File: src/rtl/tnoc_axi_read_arbiter.sv
// Round-robin arbiter merging REQUESTERS AXI read masters onto one downstream read port.
// Define TNOC_AXI_READ_ARBITER_OUTSTANDING_LIMIT_EN to track bursts in flight and stall grants at MAX_OUTSTANDING.
module tnoc_axi_read_arbiter #(
   parameter int REQUESTERS      = 2,
   parameter int ID_WIDTH        = 4,
   parameter int ADDR_WIDTH      = 32,
   parameter int DATA_WIDTH      = 64,
   parameter int MAX_OUTSTANDING = 8,
   localparam int IDX_W  = $clog2(REQUESTERS),
   localparam int MID_W  = ID_WIDTH + IDX_W,
   localparam int AR_W   = ID_WIDTH + ADDR_WIDTH + 13,
   localparam int R_W    = ID_WIDTH + DATA_WIDTH + 3,
   localparam int M_AR_W = MID_W + ADDR_WIDTH + 13,
   localparam int M_R_W  = MID_W + DATA_WIDTH + 3,
   localparam int CNT_W  = $clog2(MAX_OUTSTANDING + 1)
) (
   input  logic                               i_clk,
   input  logic                               i_rst_n,
   input  logic [REQUESTERS-1:0]              i_arvalid,
   output logic [REQUESTERS-1:0]              o_arready,
   input  logic [REQUESTERS-1:0][AR_W-1:0]    i_ar,
   output logic                               o_arvalid,
   input  logic                               i_arready,
   output logic [M_AR_W-1:0]                  o_ar,
   input  logic                               i_rvalid,
   output logic                               o_rready,
   input  logic [M_R_W-1:0]                   i_r,
   output logic [REQUESTERS-1:0]              o_rvalid,
   input  logic [REQUESTERS-1:0]              i_rready,
   output logic [REQUESTERS-1:0][R_W-1:0]     o_r,
   output logic [CNT_W-1:0]                   o_outstanding
);

   typedef enum logic {IDLE, GRANT} state_t;

   state_t           state_q, state_d;
   logic [IDX_W-1:0] g_q, g_d, p_q, p_d;
   logic             limit_hit;

   // First requester with arvalid set, searching upward from p with wrap.
   function automatic logic [IDX_W-1:0] pick(input logic [REQUESTERS-1:0] v,
                                             input logic [IDX_W-1:0] p);
      logic [IDX_W-1:0] r;
      logic             found;
      int               idx;
      r     = p;
      found = 1'b0;
      for (int i = 0; i < REQUESTERS; i++) begin
         idx = (int'(p) + i) % REQUESTERS;
         if (!found && v[idx]) begin
            r     = IDX_W'(idx);
            found = 1'b1;
         end
      end
      return r;
   endfunction

   always_ff @(posedge i_clk or negedge i_rst_n) begin
      if (!i_rst_n) begin
         state_q <= IDLE;
         g_q     <= '0;
         p_q     <= '0;
      end else begin
         state_q <= state_d;
         g_q     <= g_d;
         p_q     <= p_d;
      end
   end

   always_comb begin
      state_d   = state_q;
      g_d       = g_q;
      p_d       = p_q;
      o_arvalid = 1'b0;
      o_arready = '0;
      o_ar      = {g_q, i_ar[g_q]};
      case (state_q)
         IDLE: begin
            if (|i_arvalid && !limit_hit) begin
               state_d = GRANT;
               g_d     = pick(i_arvalid, p_q);
            end
         end
         GRANT: begin
            o_arvalid      = i_arvalid[g_q];
            o_arready[g_q] = i_arready;
            if (i_arvalid[g_q] && i_arready) begin
               state_d = IDLE;
               p_d     = (g_q == IDX_W'(REQUESTERS - 1)) ? '0 : g_q + 1'b1;
            end
         end
         default: state_d = IDLE;
      endcase
   end

`ifdef TNOC_AXI_READ_ARBITER_OUTSTANDING_LIMIT_EN
   logic [CNT_W-1:0] cnt_q;
   logic             ar_hs, r_last_hs;

   assign ar_hs     = (state_q == GRANT) && i_arvalid[g_q] && i_arready;
   assign r_last_hs = i_rvalid && o_rready && i_r[0];

   // Concurrent issue and retire cancel; retire at zero saturates.
   always_ff @(posedge i_clk or negedge i_rst_n) begin
      if (!i_rst_n)
         cnt_q <= '0;
      else if (ar_hs && !r_last_hs)
         cnt_q <= cnt_q + 1'b1;
      else if (!ar_hs && r_last_hs && cnt_q != '0)
         cnt_q <= cnt_q - 1'b1;
   end

   assign limit_hit     = (cnt_q == CNT_W'(MAX_OUTSTANDING));
   assign o_outstanding = cnt_q;
`else
   assign limit_hit     = 1'b0;
   assign o_outstanding = '0;
`endif

   // R path is purely combinational: top ID bits select the requester.
   logic [IDX_W-1:0] r_idx;
   logic             r_in_range;

   assign r_idx      = i_r[M_R_W-1 -: IDX_W];
   assign r_in_range = (int'(r_idx) < REQUESTERS);
   assign o_rready   = r_in_range ? i_rready[r_idx] : 1'b1;

   for (genvar k = 0; k < REQUESTERS; k++) begin : g_rlane
      assign o_rvalid[k] = i_rvalid && r_in_range && (r_idx == IDX_W'(k));
      assign o_r[k]      = i_r[R_W-1:0];
   end

endmodule

File: config.mk
export PLATFORM = sky130hd
export DESIGN_NAME = tnoc_axi_read_arbiter
export DESIGN_NICKNAME = d
export VERILOG_FILES = /design/src/rtl/tnoc_axi_read_arbiter.sv
export SDC_FILE = /design/constraint.sdc
export NUM_CORES = 1
export LEC_CHECK = 0
export CORE_AREA = 8 8 140 142
export DETAILED_ROUTE_END_ITERATION = 12
export DIE_AREA = 0 0 148 150
export MAX_ROUTING_LAYER = met4
export SYNTH_ARGS = -nofsm -noshare
export SYNTH_HDL_FRONTEND = slang
export SYNTH_SLANG_ARGS = --single-unit
File: constraint.sdc
create_clock -name i_clk -period 1.4 [get_ports i_clk]
set_clock_uncertainty 0.2 [all_clocks]
set_input_delay 0.28 -clock i_clk [delete_from_list [all_inputs] [get_ports i_clk]]
set_output_delay 0.28 -clock i_clk [all_outputs]
set_load 0.005 [all_outputs]
== After elaboration in Yosys (flattened, before gate mapping) ==
Cells that the tools add are included.

* Output and inout port bits: 202
* Register bits after elaboration: 3
* Input bits: 178
* Logic and storage cells: 46

* Add/sub/neg operators: 2
* Bitwise gates (word level): 4
* Reductions and logical operators: 9
* Magnitude comparators: 5
* Muxes and demuxes: 23

{| class="wikitable"
|+ Operators with widths
! cell !! count
|-
| $mux 49 || 2
|-
| $mux 1 || 18
|-
| $lt 1x2->1 const B || 3
|-
| $logic_and 1x1->1 || 5
|-
| $reduce_and 2->1 || 2
|-
| $lt 2x3->1 const B || 1
|-
| $add 1x1->1 const B || 2
|-
| $and 2x2->2 || 1
|-
| $mux 2 || 1
|-
| $not 1->1 || 2
|-
| $pmux 1 s2 || 1
|-
| $reduce_or 2->1 || 1
|-
| $and 1x1->1 const A || 1
|-
| $demux 1 s1 || 1
|-
| $ge 1x1->1 const B || 1
|-
| $logic_not 1->1 || 1
|}

== Longest topological paths before layout ==
* Word-level depth: 8
* Gate-level depth with buffers: 3
* Mapped depth without buffers: 2

== Least setup slack after synthesis ==
Ideal clock, no wire load.

* Kind: reg2out
* From: reg g_q
* To: out o_ar[0]
* Stages on the path, launching flop included: 4
* Path buffers: 2
* Arrival: 0.962 ns
* Setup slack: -0.042 ns
* Data required time: 0.920 ns
* Cell sequence: dfrtp_1 buf_6 buf_12 mux2_4

* Cells in the longest elaborated chain, start to end: 2

{| class="wikitable"
|+ RTL lines
! what !! RTL line !! RTL
|-
| start, declared || 37 || <nowiki>logic [IDX_W-1:0] g_q, g_d, p_q, p_d;</nowiki>
|-
| start signal, assigned || 65 || <nowiki>g_q <= g_d;</nowiki>
|-
| $mux 49 (implied by the code) (2 in series) || 76 || <nowiki>o_ar = {g_q, i_ar[g_q]};</nowiki>
|-
| end, declared || 24 || <nowiki>output logic [M_AR_W-1:0] o_ar,</nowiki>
|}

No other way between the ends. The select of a mux whose other input is x is not followed.

== Worst setup path in the final report ==
* From: reg g_q
* To: out o_ar[25]

The elaborated chain is that of the path after synthesis.

==> impl_metrics.toml <==
[run_status]
status = "complete, but fails checks"
violations = "negative setup slack"

[cells_and_area]
drive_above_1_share_pct = 50.00
final_util_pct = 17.22
fin_area_um2 = 3019
area_growth_pct = 41.61
fin_cells = 481
fin_nets = 431
n_antenna_cell = 0

[cts]
cts_hold_buf = 0
worstSkewPairLatency_ns = 0.22
clk_pin_slew_ns = 0.03
clkSinkCount = 3
clockBufferDepth = 2
cts-root-buf = "clkbuf_16"
cts_inserted_buffers = 3
htreeDepth = 1
cts_tree = "yes"

[sta]
max_freq_mhz = 509.8
finalCritPeriodShare_pct = 140.1
finalSetupTns_ns = -24.05
rsz0062_at_grt = "true"
hold_violations = 0
setup_ws_ns = -0.5615
finalHoldWorstSlack_ns = 0.04994
setup_violations = 54
final-max-slew-violation-count = 0
post-route-min-period_ns = 1.962

[drt]
drtIter0Drc = 36
ant_nets = 0
routed_wl_um = 8359
routed_via_density = 3.127
first_pass_iters = 4
vias = 1504
drcViolationCount = 0
wire_per_inst_um = 17.38

[setup_path]
worstPathRequired_ns = 0.92
path_class = "reg2out"
crit_arrival_ns = 1.48
rrSetupSlack_ns = -0.02
r2r-start = "g_q"
worstPathMaxFanout = 6
end_kind = "output port"
r2r_cells = 4
r2r_end = "state_q"
crit_path_start_kind = "flip-flop"

[yosys]
synth_common_cells = "buf_4, mux2_4, nor2b_1"
yosysMostFrequentCell = "buf_4"
synth_area_per_cell_um2 = 9.561
synth_edf_count = 0
ys_warn_count = 0
ys_types = 19
synthTopCellsByArea = "buf_4, mux2_4, buf_12"
synth_seq_cells = 3
ys_async_sr_fraction_pct = 100.0
synth_area_leader_cell = "buf_4"
synth_top_cell_area_share_pct = 51.76
synthCells = 223
yosysSeqAreaShare_pct = 3.521
synth_flop_cell = "dfrtp_1"
syn_area_um2 = 2132

[floorplan]
placementRows = 49
dieArea_um2 = 22200
fp.dieH_um = 150
die_w_um = 148
start_util_pct = 12.16
core_um2 = 17530
io_pins = 380

[placement]
place_ws_ns = -0.6566
postPlaceCellArea_um2 = 2928
dp_cells = 472
gp_congestion = 0.8012
io_buffers = 162
dp_hpwl_um = 6946

[global_routing]
grtUsageTotal_pct = 6.778
grt_first_pass_wirelength_um = 11240
grt_remaining_overflow = 0
antenna_found_initial = 0
grt_max_degree = 24
grt_pass1_vias = 1687

[power]
p_leak_nw = 1.329
ir_worst_vdd_mv = 0.5032
finalPower_mw = 3.889
power_density_nw_per_um2 = 1288

[job]
maxCapViolations = 0

[min_path]
hold_class = "in2async"
[layer usage]
| layer | routed length [µm] | global-route usage [%] | vias to the layer above |
|---|---|---|---|
| li1 | - | - | 630 |
| met2 | 3473 | 10.48 | 216 |
| met4 | 306 | 3.213 | 0 |
| met5 | 0 | - | - |
| met3 | 1413 | 4.415 | 37 |
| met1 | 3165 | 6.528 | 621 |
[power breakdown]
part	total, mW	internal [mW]	switching, mW
registers	0.193	0.134	0.0599
clock network	0.454	0.376	0.0787
logic	3.24	2.12	1.12
total	3.89	2.63	1.26
[placed cells by master (no fill, tap or decap)]
master	Yosys	final
buf_8	1	1
a2bb2oi_1	1	1
mux2_2	3	2
mux2_4	47	48
mux2i_2	0	1
clkbuf_2	0	18
nor2_2	0	1
buf_2	0	5
clkdlybuf4s50_1	0	102
buf_4	147	6
and4_1	1	1
dlygate4sd2_1	0	4
nand2_1	2	2
clkbuf_16	0	4
dfrtp_4	0	1
nor3_2	0	1
o32a_1	1	1
a31oi_1	1	1
and3_1	1	1
conb_1	1	4
nor2b_1	5	5
buf_6	1	36
buf_12	4	2
and2_1	1	1
dfrtp_1	3	2
clkbuf_1	0	1
[final cells by class]
type,instances,area (µm²)
well taps,229,286.5
repair buffers,175,1702
flip-flops and latches,3,78.83
multi-input cells,70,873.3
fillers,1949,14520
clock buffers,4,78.83
[critical path: stages, from the launching register on]
cell       delay (ns)
dfrtp_4          0.50
buf_4            0.17
clkbuf_16        0.16
mux2_4           0.30
buf_6            0.12
[logic make-up after synthesis]
group | synth area share [%]
other | 0.1759
and+or+nand+nor | 3.228
AOI/OAI and AO/OA | 1.174
buffers and inverters | 56.75
muxes | 35.15
DFF | 3.521
[state kept, by name (all words and copies together) (netlist names)]
signal	flops
p_q	1
state_q	1
g_q	1
[how the worst max path moves through the flow]
stage / start / to / slack, ns / cells past startpoint
5_1_grt: g_q / o_ar[46] / -0.58 / 4
6_report: g_q / o_ar[25] / -0.56 / 4
3_5_place_dp: i_arready / o_arready[0] / -0.66 / 4
2_1_floorplan: g_q / o_ar[0] / -0.04 / 3
4_1_cts: g_q / o_ar[4] / -0.62 / 5
3_3_place_gp: i_arready / o_arready[0] / -0.66 / 4
[timing repair]
item | in CTS | in global routing
setup endpoints to repair | 56 | 56
pin swaps | 1 | 1
buffers inserted | 2 | 2
resized for setup | 224 | 24
gates cloned | 0 | 2
Note: power is estimated with default switching activity, not from simulation.
